## src/rtl/serializador_pkg.sv

```systemverilog
// Shared types and helpers for the sensor-link frame serializer.
package serializador_pkg;

  typedef enum logic {
    ST_IDLE  = 1'b0,
    ST_SHIFT = 1'b1
  } estado_e;

  localparam int         HDR_W_DEF   = 6;
  localparam logic [5:0] HDR_VAL_DEF = 6'b111110;
  localparam int         TRL_W_DEF   = 3;
  localparam logic [2:0] TRL_VAL_DEF = 3'b011;

  function automatic int frame_w(input int hdr_w, input int data_w,
                                 input int par_en, input int trl_w);
    return hdr_w + data_w + par_en + trl_w;
  endfunction

  // Ceiling log2, never below 1 so a counter always has at least one bit.
  function automatic int clog2(input int v);
    int r;
    r = 0;
    while ((1 << r) < v) r++;
    return (r < 1) ? 1 : r;
  endfunction

endpackage

```

## src/rtl/contador_bits.sv

```systemverilog
// Down-counter with synchronous load and a zero flag; saturates at zero.
module contador_bits #(
  parameter int W = 4
) (
  input  logic         clk,
  input  logic         rst_n,
  input  logic         load_i,
  input  logic [W-1:0] load_val_i,
  input  logic         dec_i,
  output logic [W-1:0] cnt_o,
  output logic         zero_o
);

  logic [W-1:0] cnt_q, cnt_d;

  always_comb begin
    cnt_d = cnt_q;
    if (load_i)
      cnt_d = load_val_i;
    else if (dec_i && (cnt_q != '0))
      cnt_d = cnt_q - W'(1);
  end

  always_ff @(posedge clk) begin
    if (!rst_n) cnt_q <= '0;
    else        cnt_q <= cnt_d;
  end

  assign cnt_o  = cnt_q;
  assign zero_o = (cnt_q == '0);

endmodule

```

## src/rtl/serializador_tramas.sv

```systemverilog
// Parallel-to-serial frame transmitter: header, data MSB first, optional
// parity, trailer; supports back-to-back frames and continuous repeat.
module serializador_tramas
  import serializador_pkg::*;
#(
  parameter int                DATA_W     = 7,
  parameter int                HDR_W      = HDR_W_DEF,
  parameter logic [HDR_W-1:0]  HDR_VAL    = HDR_VAL_DEF,
  parameter int                TRL_W      = TRL_W_DEF,
  parameter logic [TRL_W-1:0]  TRL_VAL    = TRL_VAL_DEF,
  parameter bit                PARITY_EN  = 1'b0,
  parameter bit                PARITY_ODD = 1'b0,
  parameter logic              IDLE_LVL   = 1'b1
) (
  input  logic              clk,
  input  logic              rst_n,
  input  logic [DATA_W-1:0] din,
  input  logic              din_valid,
  output logic              din_ready,
  input  logic              cont_mode,
  output logic              dserie,
  output logic              busy,
  output logic              frame_done
);

  localparam int FRAME_W = frame_w(HDR_W, DATA_W, int'(PARITY_EN), TRL_W);
  localparam int CNT_W   = clog2(FRAME_W);

  estado_e              estado_q;
  logic [FRAME_W-1:0]   sreg_q, frame_q, frame_in, frame_d;
  logic                 dserie_q, busy_q, done_q;
  logic [CNT_W-1:0]     cnt;
  logic                 cnt_zero, carga, dec;

  generate
    if (PARITY_EN) begin : g_par
      logic par;
      assign par      = (^din) ^ PARITY_ODD;
      assign frame_in = {HDR_VAL, din, par, TRL_VAL};
    end else begin : g_nopar
      assign frame_in = {HDR_VAL, din, TRL_VAL};
    end
  endgenerate

  // Ready depends only on state and counter, so it can never loop back on din_valid.
  assign din_ready = (estado_q == ST_IDLE) | ((estado_q == ST_SHIFT) & cnt_zero);
  assign carga     = din_ready & (din_valid | ((estado_q == ST_SHIFT) & cont_mode));
  assign frame_d   = din_valid ? frame_in : frame_q;
  assign dec       = (estado_q == ST_SHIFT) & ~cnt_zero;

  contador_bits #(.W(CNT_W)) u_cnt (
    .clk        (clk),
    .rst_n      (rst_n),
    .load_i     (carga),
    .load_val_i (CNT_W'(FRAME_W - 1)),
    .dec_i      (dec),
    .cnt_o      (cnt),
    .zero_o     (cnt_zero)
  );

  always_ff @(posedge clk) begin
    if (!rst_n) begin
      estado_q <= ST_IDLE;
      sreg_q   <= '0;
      frame_q  <= '0;
      dserie_q <= IDLE_LVL;
      busy_q   <= 1'b0;
      done_q   <= 1'b0;
    end else if (carga) begin
      // MSB goes straight to the line; the rest waits in the shift register.
      estado_q <= ST_SHIFT;
      frame_q  <= frame_d;
      sreg_q   <= {frame_d[FRAME_W-2:0], 1'b0};
      dserie_q <= frame_d[FRAME_W-1];
      busy_q   <= 1'b1;
      done_q   <= 1'b0;
    end else begin
      case (estado_q)
        ST_SHIFT: begin
          if (cnt_zero) begin
            estado_q <= ST_IDLE;
            dserie_q <= IDLE_LVL;
            busy_q   <= 1'b0;
            done_q   <= 1'b0;
          end else begin
            sreg_q   <= {sreg_q[FRAME_W-2:0], 1'b0};
            dserie_q <= sreg_q[FRAME_W-1];
            done_q   <= (cnt == CNT_W'(1));
          end
        end
        default: begin
          dserie_q <= IDLE_LVL;
          busy_q   <= 1'b0;
          done_q   <= 1'b0;
        end
      endcase
    end
  end

  assign dserie     = dserie_q;
  assign busy       = busy_q;
  assign frame_done = done_q;

endmodule

```

## config.mk

```make
export PLATFORM = sky130hd
export DESIGN_NAME = serializador_tramas
export DESIGN_NICKNAME = d
export VERILOG_FILES = /design/src/rtl/serializador_pkg.sv /design/src/rtl/contador_bits.sv /design/src/rtl/serializador_tramas.sv
export SDC_FILE = /design/constraint.sdc
export NUM_CORES = 1
export LEC_CHECK = 0
export CAP_MARGIN = 30
export CORE_ASPECT_RATIO = 1.75
export CORE_MARGIN = 1
export CORE_UTILIZATION = 50
export CTS_CLUSTER_DIAMETER = 100
export DETAILED_ROUTE_END_ITERATION = 8
export PLACE_DENSITY = 0.71
export SYNTH_ARGS = -nofsm -noshare
export SYNTH_HDL_FRONTEND = slang
export SYNTH_SLANG_ARGS = --single-unit
```

## constraint.sdc

```tcl
create_clock -name clk -period 2.8 [get_ports clk]
set_input_delay 0.28 -clock clk [delete_from_list [all_inputs] [get_ports clk]]
set_output_delay 0.28 -clock clk [all_outputs]
set_load 0.01 [all_outputs]
```

### Word level (Yosys, flattened, before mapping)

Cells that the tools add are included.

* register bits: 39
* output and inout port bits: 4
* word-level logic and storage cells: 42

* add/subtract/negate cells: 1
* equality and inequality tests: 3
* mux-type cells: 15
* bitwise operators: 9
* reduce and logical (&&, ||, !) cells: 7

Operators with widths (count)
* 16-bit two-way mux: 4
* 1-bit two-way mux: 9
* 4-bit two-way mux: 2
* 1-bit bitwise AND: 4
* 4-bit by 1-bit equality test with 1-bit output (second input constant): 1
* 4-bit zero test: 1
* 2-bit nonzero test: 2
* 4-bit nonzero test: 1
* 4-bit OR reduction: 1
* 4-bit by 1-bit subtractor with 4-bit output (second input constant): 1
* 3-bit by 1-bit inequality test with 1-bit output (second input constant): 1
* 1-bit inverter: 3
* 2-bit by 1-bit inequality test with 1-bit output (second input constant): 1
* 1-bit bitwise OR: 2
* 2-bit AND reduction: 1
* 1-bit logical AND: 1

### Longest topological paths before layout

Gate-level depths: netlist of run 1.

* depth in word-level cells: 6
* mapped depth: 8
* gate-level depth less buffers: 7

### By module

From an unflattened synthesis of run 1, not the netlist that was laid out.

* cell total of the unflattened synthesis: 203
* area, all modules: 1778.0 um^2

Modules (own cells, without submodules)
* serializador_tramas: times used 1, cells each 172, area an instance 1521.5 um^2, seq. area each 700.7 um^2
* contador_bits: times used 1, cells each 31, area an instance 256.5 um^2, seq. area each 80.1 um^2

### Least setup slack after synthesis of run 1

OpenSTA, ideal clock, no wires.

* kind: flip-flop to flip-flop
* from: register u_cnt.cnt_q[0] (netlist: u_cnt.cnt_o[0])
* to: register sreg_q[14]
* library setup time: 0.132 ns
* data arrival time: 1.447 ns
* setup slack: 1.222 ns
* cell stages (with the launch flop): 7
* path buffers: 0
* cell sequence: dfxtp_1 -> inv_1 -> ha_1 -> or3b_4 -> or2_2 -> o22ai_1 -> nor3_1

* longest elaborated chain between the ends: 6
* elaborated cells between the ends (all ways): 8

Ends and longest elaborated chain
* from (decl): RTL line contador_bits.sv:14 `logic [W-1:0] cnt_q, cnt_d;`
* from (signal assigned): RTL line contador_bits.sv:26 `else cnt_q <= cnt_d;`
* 4-bit zero test *: RTL line contador_bits.sv:30 `assign zero_o = (cnt_q == '0);`
* 1-bit bitwise AND: RTL line serializador_tramas.sv:46 `assign din_ready = (estado_q == ST_IDLE) | ((estado_q == ST_SHIFT) & cnt_zero);`
* 1-bit bitwise OR: RTL line serializador_tramas.sv:46
* 1-bit bitwise AND: RTL line serializador_tramas.sv:47 `assign carga = din_ready & (din_valid | ((estado_q == ST_SHIFT) & cont_mode));`
* 2-bit by 1-bit inequality test with 1-bit output (no source line) / 2-bit nonzero test (equally long branches)
* 2-bit AND reduction (no source line)
* to (signal assigned): RTL line serializador_tramas.sv:73 `sreg_q <= {frame_d[FRAME_W-2:0], 1'b0};`
* to (signal assigned): RTL line serializador_tramas.sv:86 `sreg_q <= {sreg_q[FRAME_W-2:0], 1'b0};`
* to (decl): RTL line serializador_tramas.sv:30 `logic [FRAME_W-1:0] sreg_q, frame_q, frame_in, frame_d;`

Every way passes the cells marked *; elsewhere a longest branch is shown, timed or not.
A chain may end at the register's enable or synchronous reset.

### Worst setup path after layout of run 1

* from: register u_cnt.cnt_q[0] (netlist: u_cnt.cnt_o[0])
* to: output din_ready

* longest elaborated chain between the ends: 3

Ends and longest elaborated chain
* 4-bit zero test: RTL line contador_bits.sv:30
* 1-bit bitwise AND: RTL line serializador_tramas.sv:46
* 1-bit bitwise OR: RTL line serializador_tramas.sv:46
* to (decl): RTL line serializador_tramas.sv:19 `output logic din_ready,`

Every way passes these cells.

==> metrics.csv, run 1 <==
stage,metric,value,unit
clock_network,CTS H-Tree Depth,2,
timing,final sum of negative setup slack,0,ns
clock_network,Worst-Skew Late Latency,0.29,ns
logic_synthesis,register bit total from synthesis,39,
timing,number of max-slew violations in the final report,0,
critical_path,CP Data Required Time,2.52,ns
floorplanning,width of the die,44.6,um
clock_network,root buffer selected by CTS,sky130_fd_sc_hd__clkbuf_8,
timing,final-report setup violation count,0,
logic_synthesis,count of yosys warnings during synthesis,0,
power_and_ir_drop,net switching share of the total power,26.8,%
critical_path,category of the critical setup timing path,reg -> out,
floorplanning,Placeable Area,0.00296,mm2
logic_synthesis,proportion of synthesized flip-flops having asynchronous set or reset,0,%
critical_path,worst-path fanout max,15,
route,ANT nets after route,0,
clock_network,Num CTS Buffers,5,
timing,remaining max-slew budget at the tightest pin,48.2,%
logic_synthesis,dominant cell by count in the synthesized netlist,sky130_fd_sc_hd__dfxtp_1,
timing,Max Clk Rate,389,MHz
timing,setup skew after layout,0.00834,ns
logic_synthesis,Syn Nets,194,
critical_path,Worst setup EP type,primary output,
logic_synthesis,xor and xnor fraction of the mapped netlist area,0,%
global_routing,initial antenna violation count,0,
critical_path,"Data arrival, critical path",2.29,ns
logic_synthesis,leading cell types by total area after synthesis,"sky130_fd_sc_hd__dfxtp_1 49%, sky130_fd_sc_hd__o22ai_1 6.7%, sky130_fd_sc_hd__nand2_1 6.4%",
final_layout,layout cell share with drive strength beyond 1,10.2,%
route,via count of the routed design,1348,
power_and_ir_drop,pwr/cell area,679,mW/mm2
power_and_ir_drop,Clock power frac,32.8,%
logic_synthesis,post-synthesis sequential area ratio,49.1,%
power_and_ir_drop,leakage component of the power,0.721,nW
status,run status,"finished, final reports clean",
floorplanning,area of the die,0.00342,mm2
timing,RSZ-0062 raised after global routing,false,
global_routing,largest net degree at the start of global routing,25,
route,# DRC,0,
logic_synthesis,simple logic cell fraction of the synthesized area,18.8,%
route,routed wirelength normalized by instance count,14.8,um
power_and_ir_drop,Net Sw Power,0.338,mW
power_and_ir_drop,Sequential Power Share,50.9,%
clock_network,CTS tree,done,
timing,final-report hold violation count,0,
global_routing,number of global-route vias before repair,1352,
logic_synthesis,share of the synthesized area in compound gates (AO/OA/AOI/OAI),22.3,%
global_routing,global route total overflow,0,
power_and_ir_drop,part of the power in combinational logic,16.3,%
final_layout,layout overhead on the synthesized area,16.8,%
clock_network,number of buffers on the longest clock path,2,
power_and_ir_drop,internal power,0.922,mW
route,drt first pass iters,4,
floorplanning,initial core utilization,53.7,%
logic_synthesis,top post-synthesis cells by count,"39 x sky130_fd_sc_hd__dfxtp_1, 27 x sky130_fd_sc_hd__nand2_1, 22 x sky130_fd_sc_hd__nor2_1",
power_and_ir_drop,"IR drop worst, VDD",0.444,mV
placement,# port buffers,14,
logic_synthesis,count of different cell masters after synthesis,33,
clock_network,number of buffers added for setup after CTS,0,
flow_run,Max Cap Viol,0,
logic_synthesis,Yosys top cell by area,sky130_fd_sc_hd__dfxtp_1,
logic_synthesis,"EDFF count, synth",0,
worst_hold_path,worst hold-check path type,reg -> reg,
route,final routed wirelength across all metal layers,3530,um
logic_synthesis,"Top FF cell, synth",sky130_fd_sc_hd__dfxtp_1,
timing,Period minus WS final,2.57,ns
final_layout,Post-layout nets,209,
final_layout,antenna diode count,0,
logic_synthesis,"share of synthesized cell area in full adder, half adder and majority cells",2.36,%
placement,GPL Wtd Cong,0.860,
global_routing,global-route wire length before repair,5980,um
route,Detailed Route Iter0 Violations,36,
placement,DP Cell Count,230,
logic_synthesis,post-synthesis instance total,180,
power_and_ir_drop,Pwr Total,1.26,mW
logic_synthesis,portion of synthesized cell area occupied by the leading cell type,49.1,%
timing,Worst Max-Slew Pin Slew,0.777,ns
clock_network,post-cts repair resize count,0,
logic_synthesis,Post-Syn Area,0.00159,mm2
global_routing,total track usage,23.3,%
clock_network,number of buffers added to fix hold violations after cts,0,
timing,share of the cycle needed by the critical path after routing,91.8,%
logic_synthesis,share of cell area taken by muxes after synthesis,2.68,%
final_layout,count of non-filler cells in the finished layout,238,
logic_synthesis,main combinational cell family by area after synthesis,compound AO/OA/AOI/OAI gates,
floorplanning,number of top-level pins,15,
floorplanning,die boundary height,76.6,um
floorplanning,total number of placement rows,26,
route,vias per std cell,5.66,
logic_synthesis,"Avg Cell Area, Syn",8.83,um2
placement,detailed-placement wirelength estimate,2320,um
clock_network,Num Clock Sinks,39,
critical_path,Startpoint Class,flip-flop,
clock_network,clock slew at reported path FFs,0.07,ns
==> power groups by stage <==
stage               clock network (mW)  registers [mW]  logic, mW
global route                     0.449           0.646      0.227
floorplan                            0           0.641      0.150
finish                           0.414           0.641      0.205
global placement                     0           0.650      0.197
detailed placement                   0           0.653      0.203
CTS                              0.421           0.640      0.205
==> state kept, by name, summed over array words and instances (netlist names) <==
| signal | flops |
|---|---|
| dserie | 1 |
| u_cnt.cnt_o | 4 |
| estado_q | 1 |
| frame_done | 1 |
| busy | 1 |
| frame_q | 16 |
| sreg_q | 15 |
==> worst paths after layout <==
kind                                      from         end  slack (ns)  cells after the start
worst min-delay path                frame_q[7]  frame_q[7]        0.46                      2
worst max-delay path            u_cnt.cnt_o[0]   din_ready        0.23                      7
worst min register to register      frame_q[7]  frame_q[7]        0.46                      2
worst max register to register  u_cnt.cnt_o[0]   sreg_q[5]        0.91                      6
==> layout make-up <==
cell class                 instances  area, um2
fill                             269       1100
sequential                        39        781
multi-input combinational        125        733
timing repair buffer              17        163
clock buffer                       8        100
tap                               42       52.6
inverter                           7       26.3
==> cells in the final DEF (no fill, tap or decap), types with 2 or more instances in the layout <==
cell,netlist,routed
sky130_fd_sc_hd__o21a_1,2,2
sky130_fd_sc_hd__mux2_2,2,2
sky130_fd_sc_hd__nand3_1,3,3
sky130_fd_sc_hd__nand2_1,27,27
sky130_fd_sc_hd__and3_1,3,3
sky130_fd_sc_hd__a211oi_1,2,2
sky130_fd_sc_hd__a21oi_1,11,11
sky130_fd_sc_hd__nor2_1,22,22
sky130_fd_sc_hd__clkbuf_8,0,7
sky130_fd_sc_hd__mux2i_1,2,2
sky130_fd_sc_hd__o21ai_0,3,3
sky130_fd_sc_hd__a311oi_1,2,2
sky130_fd_sc_hd__nor3_1,5,5
sky130_fd_sc_hd__inv_1,6,6
sky130_fd_sc_hd__buf_4,1,3
sky130_fd_sc_hd__ha_1,3,3
sky130_fd_sc_hd__o22a_1,7,7
sky130_fd_sc_hd__dfxtp_1,39,39
sky130_fd_sc_hd__o22ai_1,17,17
sky130_fd_sc_hd__clkdlybuf4s50_1,0,14
sky130_fd_sc_hd__a31oi_1,3,3
sky130_fd_sc_hd__a21oi_4,2,2
==> stage by stage <==
stage	area (um2)	utilization, %	setup slack (ns)	hold slack (ns)
floorplan	1590	-	1.22	0.399
global placement	1760	59.3	0.638	0.444
detailed placement	1760	59.3	0.597	0.451
CTS	1860	62.7	0.236	0.462
global route	1860	62.7	0.134	0.486
finish	1860	62.7	0.230	0.457
==> cells by family (layout without fill, tap and decap cells) <==
logic type | Yosys count | after routing
AOI/OAI and AO/OA | 51 | 51
adders and majority gates | 3 | 3
buffers and inverters | 16 | 32
DFF | 39 | 39
muxes | 4 | 4
and+or+nand+nor | 67 | 67
==> critical path: stages, from the launching register on <==
cell and delay [ns]:
sky130_fd_sc_hd__dfxtp_1 0.35, sky130_fd_sc_hd__inv_1 0.11, sky130_fd_sc_hd__ha_1 0.17, sky130_fd_sc_hd__nor3b_2 0.31, sky130_fd_sc_hd__nor2_2 0.06, sky130_fd_sc_hd__buf_4 0.20, sky130_fd_sc_hd__inv_2 0.21, sky130_fd_sc_hd__clkdlybuf4s50_1 0.59
==> metal layers <==
| layer | share of wire (%) | wire (um) | up-vias | track usage (%) |
|---|---|---|---|---|
| li1 | - | - | 666 | - |
| met3 | 3.8 | 135 | 12 | 5.21 |
| met4 | 2.6 | 91 | 0 | 13.3 |
| met5 | 0 | 0 | - | 0 |
| met1 | 41 | 1450 | 635 | 25.7 |
| met2 | 52 | 1840 | 35 | 38.8 |
No activity file was read; power rests on OpenSTA's default activity.
==> run 2: changes to the inputs <==
CORE_UTILIZATION = 35   (was 50)
PLACE_DENSITY = not set   (was 0.71)
==> run 2 against run 1 <==
Effect of this change:
- utilization shrank 19 points
- largest cell class unchanged
- via count down 3.6%
- global-route usage decreased by 6.1 points
- highest routed layer unchanged
- count of clock-buffer cells in the layout down 2
- total power rose by 6.0%
- wire length rose by 2.3%
- critical path depth down 1
- worst hold slack improved by 0.0013 ns
- sequential cell count did not move
- die area rose by 41%
- design area rose by 2.0%
- register-to-register slack improved by 0.07 ns
==> metrics.csv, run 2 (synthesized netlist as in run 1, its figures left out) <==
stage,metric,value,unit,change
final_layout,max FFs per register,16,,unchanged
final_layout,final design instance area without fill,0.00189,mm2,+2.0%
timing,final-report hold violation count,0,,unchanged
global_routing,initial antenna violation count,0,,unchanged
clock_network,number of buffers on the longest clock path,2,,unchanged
critical_path,CP Data Required Time,2.52,ns,about the same
floorplanning,number of top-level pins,15,,unchanged
final_layout,Largest Register,frame_q,,
critical_path,worst-path fanout max,15,,unchanged
global_routing,global route total overflow,0,,unchanged
power_and_ir_drop,internal power,0.986,mW,+6.9%
floorplanning,area of the die,0.00482,mm2,+41%
timing,Period minus WS final,2.36,ns,-0.210 ns
timing,number of max-slew violations in the final report,0,,unchanged
flow_run,Max Cap Viol,0,,unchanged
route,via count of the routed design,1300,,-3.6%
final_layout,count of non-filler cells in the finished layout,248,,+4.2%
placement,GPL Wtd Cong,0.799,,-7.1%
timing,Max Clk Rate,424,MHz,+8.9%
timing,final sum of negative setup slack,0,ns,unchanged
placement,detailed-placement wirelength estimate,2360,um,+1.6%
floorplanning,die boundary height,91.1,um,+19%
clock_network,post-cts repair resize count,0,,unchanged
route,final routed wirelength across all metal layers,3610,um,+2.3%
final_layout,number of inserted filler cells in the final layout,426,,+58%
power_and_ir_drop,pwr/cell area,706,mW/mm2,+4.0%
critical_path,Worst setup EP type,primary output,,
final_layout,"top library cells by usage in the layout, fill and taps aside","39 x sky130_fd_sc_hd__dfxtp_1, 27 x sky130_fd_sc_hd__nand2_1, 22 x sky130_fd_sc_hd__nor2_1, 17 x sky130_fd_sc_hd__o22ai_1, 14 x sky130_fd_sc_hd__clkdlybuf4s50_1",,
status,run status,"finished, final reports clean",,
critical_path,category of the critical setup timing path,reg -> out,,
critical_path,internal reg-to-reg setup slack,0.98,ns,+0.07 ns
global_routing,global-route wire length before repair,6030,um,+0.92%
critical_path,"Data arrival, critical path",2.08,ns,-0.21 ns
critical_path,number of buffer and inverter stages on the critical path,3,,-1
final_layout,layout cell share with drive strength beyond 1,11.2,%,+0.96 points
critical_path,Startpoint Class,flip-flop,,
route,# DRC,0,,unchanged
clock_network,Num CTS Buffers,5,,unchanged
placement,DP Cell Count,240,,+4.3%
timing,RSZ-0062 raised after global routing,false,,
global_routing,number of global-route vias before repair,1254,,-7.2%
clock_network,number of buffers added for setup after CTS,0,,unchanged
route,ANT nets after route,0,,unchanged
timing,Worst Max-Slew Pin Slew,0.764,ns,-0.0132 ns
final_layout,Post-layout nets,210,,+0.48%
power_and_ir_drop,part of the power in combinational logic,15.4,%,-0.9 points
power_and_ir_drop,"IR drop worst, VDD",0.672,mV,+51%
placement,# port buffers,14,,unchanged
floorplanning,total number of placement rows,32,,+23%
final_layout,layout overhead on the synthesized area,19.1,%,
global_routing,largest net degree at the start of global routing,20,,-20%
final_layout,antenna diode count,0,,unchanged
route,drt first pass iters,4,,unchanged
clock_network,number of buffers added to fix hold violations after cts,0,,unchanged
clock_network,Worst-Skew Late Latency,0.29,ns,about the same
power_and_ir_drop,net switching share of the total power,26.2,%,-0.65 points
power_and_ir_drop,Net Sw Power,0.350,mW,+3.4%
critical_path,critical-path cell with the highest stage delay,sky130_fd_sc_hd__clkdlybuf4s50_1,,
power_and_ir_drop,Sequential Power Share,47.9,%,-3.0 points
clock_network,clock slew at reported path FFs,0.08,ns,about the same
timing,share of the cycle needed by the critical path after routing,84.3,%,-7.5 points
route,vias per std cell,5.24,,-7.4%
placement,instance area at placement,0.00177,mm2,+1.1%
power_and_ir_drop,Clock power frac,36.7,%,+3.9 points
clock_network,Num Clock Sinks,39,,unchanged
floorplanning,Placeable Area,0.00436,mm2,+47%
floorplanning,width of the die,52.9,um,+19%
timing,final-report setup violation count,0,,unchanged
clock_network,CTS H-Tree Depth,2,,unchanged
route,Detailed Route Iter0 Violations,43,,+19%
timing,setup skew after layout,0.0106,ns,+0.00226 ns
global_routing,total track usage,17.2,%,-6.1 points
floorplanning,initial core utilization,36.4,%,-17 points
critical_path,family with the most delay on the worst path,buffers and inverters,,
final_layout,most frequent standard cell in the layout excluding fill and tap cells,sky130_fd_sc_hd__dfxtp_1,,
route,routed wirelength normalized by instance count,14.5,um,-1.8%
worst_hold_path,number of cells traversed by the worst hold path,2,,unchanged
critical_path,delay of the slowest cell on the worst path,0.59,ns,about the same
worst_hold_path,worst hold-check path type,reg -> reg,,
critical_path,depth of the critical timing path with buffers and inverters included,6,,-1
critical_path,cell depth of the worst flop-to-flop path,6,,unchanged
clock_network,CTS tree,done,,
critical_path,critical path cell sequence,inv_1 > ha_1 > nor3b_2 > nor2_2 > inv_2 > clkdlybuf4s50_1,,
clock_network,root buffer selected by CTS,sky130_fd_sc_hd__clkbuf_8,,
power_and_ir_drop,leakage component of the power,0.735,nW,+2.0%
timing,remaining max-slew budget at the tightest pin,48.7,%,+0.60 points
## run 2: cell types whose count changed in the layout (fill, tap and decap cells not counted), sizes merged
cell	change
clkbuf	-2
buf	+1
bufinv	+1
clkinv	+1
## run 2: per-stage QoR
step / power [mW] / util, % / hold WS, ns / worst slack (ns)
4_1_cts: 1.34 / 43.3 / 0.460 / 0.445
5_1_grt: 1.40 / 43.3 / 0.482 / 0.327
3_5_place_dp: 0.857 / 40.7 / 0.447 / 0.662
6_report: 1.34 / 43.3 / 0.458 / 0.440
3_3_place_gp: 0.856 / 40.7 / 0.443 / 0.725
2_1_floorplan: 0.791 / - / 0.399 / 1.22
## run 2: worst min-delay path, cell delays in order (launching register included)
cell,delay (ns)
sky130_fd_sc_hd__dfxtp_1,0.31
sky130_fd_sc_hd__nand2_1,0.05
sky130_fd_sc_hd__a21oi_1,0.05
## run 2: power groups by stage
stage	clock network [mW]	registers, mW	logic, mW
6_report	0.491	0.639	0.206
5_1_grt	0.520	0.645	0.230
4_1_cts	0.498	0.638	0.208
3_5_place_dp	0	0.650	0.206
3_3_place_gp	0	0.651	0.206
2_1_floorplan	0	0.641	0.150
## run 2: worst paths after layout
| path | startpoint | to |
|---|---|---|
| min | frame_q[8] | frame_q[8] |
| max reg2reg | u_cnt.cnt_o[0] | frame_q[4] |
| max | u_cnt.cnt_o[1] | din_ready |
| min reg2reg | frame_q[8] | frame_q[8] |
## run 2: layout make-up
| type | count | area [um2] | share of cell area (%) |
|---|---|---|---|
| flip-flops and latches | 39 | 781 | 41.3 |
| repair buffers | 18 | 170 | 8.99 |
| multi-input cells | 125 | 733 | 38.8 |
| well taps | 51 | 63.8 | 3.37 |
| clock buffers | 6 | 82.6 | 4.37 |
| inverters | 7 | 26.3 | 1.39 |
| clock inverters | 2 | 35.0 | 1.85 |
## run 2: per-layer routing
layer	track usage, %	routed length, um	vias up
met4	8.11	75	0
li1	-	-	666
met5	0	0	-
met1	20.8	1580	612
met2	27.8	1860	16
met3	3.69	95	6
==> run 3: changes to the inputs <==
clock period = 2 ns   (was 2.8 ns; I/O delays follow)
==> run 3 against run 2 <==
Effect of this change:
- clock skew rose by 0.0022 ns
- wire length rose by 3.1%
- global-route usage rose by 0.67 points
- design area rose by 3.7%
- combinational power rose by 51%
- utilization rose by 1.6 points
- die area did not move
- worst setup slack got worse by 0.20 ns
- sequential share of layout area fell by 1.4 points
- worst hold slack got worse by 0.0088 ns
- via count rose by 5.8%
- clock power rose by 58%
- largest power group unchanged
==> metrics.csv, run 3 (synthesized netlist as in run 1, its figures left out) <==
stage,metric,value,unit,change
power_and_ir_drop,Clock power frac,39.2,%,+2.5 points
critical_path,Worst setup EP type,flip-flop,,
final_layout,Multi-input gate area,739,um2,+0.85%
critical_path,"Data arrival, critical path",1.99,ns,-0.09 ns
critical_path,CP Data Required Time,2.23,ns,-0.29 ns
floorplanning,die boundary height,91.1,um,unchanged
placement,GPL Wtd Cong,0.770,,-3.7%
floorplanning,area of the die,0.00482,mm2,unchanged
critical_path,worst-path fanout max,14,,-1
final_layout,max FFs per register,16,,unchanged
power_and_ir_drop,Net Sw Power,0.491,mW,+40%
timing,share of the cycle needed by the critical path after routing,88.2,%,
floorplanning,number of top-level pins,15,,unchanged
floorplanning,Placeable Area,0.00436,mm2,unchanged
clock_network,Num CTS Buffers,5,,unchanged
critical_path,Startpoint Class,flip-flop,,
floorplanning,initial core utilization,36.4,%,unchanged
route,# DRC,0,,unchanged
final_layout,final design instance area without fill,0.00196,mm2,+3.7%
status,run status,"finished, final reports clean",,
critical_path,delay of the slowest cell on the worst path,0.43,ns,-0.16 ns
final_layout,"top library cells by usage in the layout, fill and taps aside","38 x sky130_fd_sc_hd__dfxtp_1, 27 x sky130_fd_sc_hd__nand2_1, 22 x sky130_fd_sc_hd__nor2_1, 17 x sky130_fd_sc_hd__o22ai_1, 13 x sky130_fd_sc_hd__clkdlybuf4s50_1",,
global_routing,global route total overflow,0,,unchanged
route,via count of the routed design,1375,,+5.8%
worst_hold_path,worst hold-check path type,reg -> reg,,
critical_path,critical path cell sequence,inv_1 > ha_1 > or3b_4 > a21oi_4 > nand2_1 > a21oi_1,,
final_layout,layout cell share with drive strength beyond 1,14.3,%,+3.1 points
final_layout,number of inserted filler cells in the final layout,427,,+0.23%
timing,setup skew after layout,0.0128,ns,+0.00220 ns
final_layout,layout overhead on the synthesized area,23.5,%,
power_and_ir_drop,leakage component of the power,0.773,nW,+5.2%
route,drt first pass iters,4,,unchanged
timing,final-report hold violation count,0,,unchanged
power_and_ir_drop,"IR drop worst, VDD",0.585,mV,-13%
route,routed wirelength normalized by instance count,14.6,um,+0.67%
final_layout,final design utilization,45.0,%,+1.6 points
critical_path,critical-path cell with the highest stage delay,sky130_fd_sc_hd__or3b_4,,
critical_path,internal reg-to-reg setup slack,0.24,ns,-0.74 ns
critical_path,Worst setup endpoint,frame_q[3],,
global_routing,largest net degree at the start of global routing,21,,+5.0%
route,final routed wirelength across all metal layers,3720,um,+3.1%
floorplanning,width of the die,52.9,um,unchanged
worst_hold_path,number of cells traversed by the worst hold path,2,,unchanged
final_layout,Post-layout nets,216,,+2.9%
critical_path,FF-to-FF End,frame_q[3],,
timing,Worst Max-Slew Pin Slew,0.665,ns,-0.0985 ns
flow_run,Max Cap Viol,0,,unchanged
timing,Period minus WS final,1.76,ns,
floorplanning,total number of placement rows,32,,unchanged
critical_path,family with the most delay on the worst path,simple AND/OR/NAND/NOR gates,,
placement,# port buffers,14,,unchanged
critical_path,Critical Path Start,u_cnt.cnt_o[0],,
power_and_ir_drop,Sequential Power Share,45.1,%,-2.8 points
global_routing,number of global-route vias before repair,1318,,+5.1%
final_layout,Largest Register,frame_q,,
timing,final-report setup violation count,0,,unchanged
critical_path,worst r2r src,u_cnt.cnt_o[0],,
clock_network,CTS H-Tree Depth,2,,unchanged
clock_network,number of buffers added to fix hold violations after cts,0,,unchanged
global_routing,initial antenna violation count,0,,unchanged
power_and_ir_drop,net switching share of the total power,24.8,%,-1.4 points
global_routing,total track usage,17.9,%,+0.67 points
final_layout,antenna diode count,0,,unchanged
timing,Max Clk Rate,567,MHz,
route,vias per std cell,5.41,,+3.3%
power_and_ir_drop,part of the power in combinational logic,15.7,%,+0.3 points
clock_network,Worst-Skew Late Latency,0.30,ns,about the same
timing,final sum of negative setup slack,0,ns,unchanged
timing,remaining max-slew budget at the tightest pin,55.6,%,+6.9 points
route,Detailed Route Iter0 Violations,31,,-28%
placement,detailed-placement wirelength estimate,2440,um,+3.6%
clock_network,CTS tree,done,,
final_layout,most frequent standard cell in the layout excluding fill and tap cells,sky130_fd_sc_hd__dfxtp_1,,
power_and_ir_drop,internal power,1.49,mW,+51%
clock_network,Num Clock Sinks,39,,unchanged
power_and_ir_drop,pwr/cell area,1010,mW/mm2,+43%
critical_path,depth of the critical timing path with buffers and inverters included,6,,unchanged
global_routing,global-route wire length before repair,6270,um,+3.9%
clock_network,number of buffers on the longest clock path,2,,unchanged
final_layout,area used by sequential logic in the layout,782,um2,+0.16%
critical_path,category of the critical setup timing path,reg -> reg,,
critical_path,number of buffer and inverter stages on the critical path,1,,-2
placement,instance area at placement,0.00181,mm2,+2.1%
critical_path,cell depth of the worst flop-to-flop path,6,,unchanged
timing,RSZ-0062 raised after global routing,false,,
timing,number of max-slew violations in the final report,0,,unchanged
clock_network,root buffer selected by CTS,sky130_fd_sc_hd__clkbuf_8,,
clock_network,clock slew at reported path FFs,0.08,ns,about the same
route,ANT nets after route,0,,unchanged
-- run 3: cell count changes in the layout (fill, tap and decap cells not counted), sizes merged --
| cell | change |
|---|---|
| clkdlybuf4s50 | -1 |
| bufinv | +1 |
| dlymetal6s2s | +1 |
| clkinv | -1 |
| buf | +6 |
-- run 3: worst reg2reg max path: stages, from the launching register on --
cell,delay (ns)
sky130_fd_sc_hd__dfxtp_2,0.35
sky130_fd_sc_hd__inv_1,0.08
sky130_fd_sc_hd__ha_1,0.17
sky130_fd_sc_hd__or3b_4,0.43
sky130_fd_sc_hd__a21oi_4,0.41
sky130_fd_sc_hd__nand2_1,0.11
sky130_fd_sc_hd__a21oi_1,0.13
-- run 3: per-layer routing --
layer  wire length, um  up-vias  track usage, %  part of all wire (%)
met5                 0        -               0                     0
met1              1640      661            21.7                    44
met4               123        0            11.4                   3.3
li1                  -      678               -                     -
met2              1830       25            27.2                    49
met3               120       11            4.19                   3.2
-- run 3: power groups by stage --
stage | registers (mW) | logic, mW | clock network, mW
2_1_floorplan | 0.898 | 0.210 | 0
3_3_place_gp | 0.908 | 0.303 | 0
3_5_place_dp | 0.907 | 0.306 | 0
4_1_cts | 0.893 | 0.314 | 0.791
5_1_grt | 0.903 | 0.345 | 0.827
6_report | 0.894 | 0.311 | 0.778
-- run 3: metrics by stage --
step	hold WS [ns]	power, mW	setup WS [ns]	instances
3_3_place_gp	0.442	1.21	0.213	245
2_1_floorplan	0.319	1.11	0.422	180
4_1_cts	0.452	2.00	0.0129	254
3_5_place_dp	0.444	1.21	0.208	245
6_report	0.449	1.98	0.235	254
5_1_grt	0.477	2.07	0.0759	254
-- run 3: repair_timing --
item                                    in CTS  in global routing
setup buffers                                1                  0
endpoints found under the setup margin       1                  1
resized for setup                            2                  2
-- run 3: final cells by class --
type	count	share of cell area [%]
tap	51	3.25
multi-input combinational	125	37.7
sequential	39	39.9
clock buffer	6	3.70
inverter	7	1.34
timing repair buffer	24	11.1
clock inverter	2	3.06
-- run 3: worst min-delay path by stage --
stage | from | endpoint
after global routing | frame_q[5] | frame_q[5]
after CTS | sreg_q[2] | sreg_q[3]
final | sreg_q[2] | sreg_q[3]
after global placement | frame_q[4] | frame_q[4]
after floorplan | rst_n | frame_done
after detailed placement | sreg_q[2] | sreg_q[3]
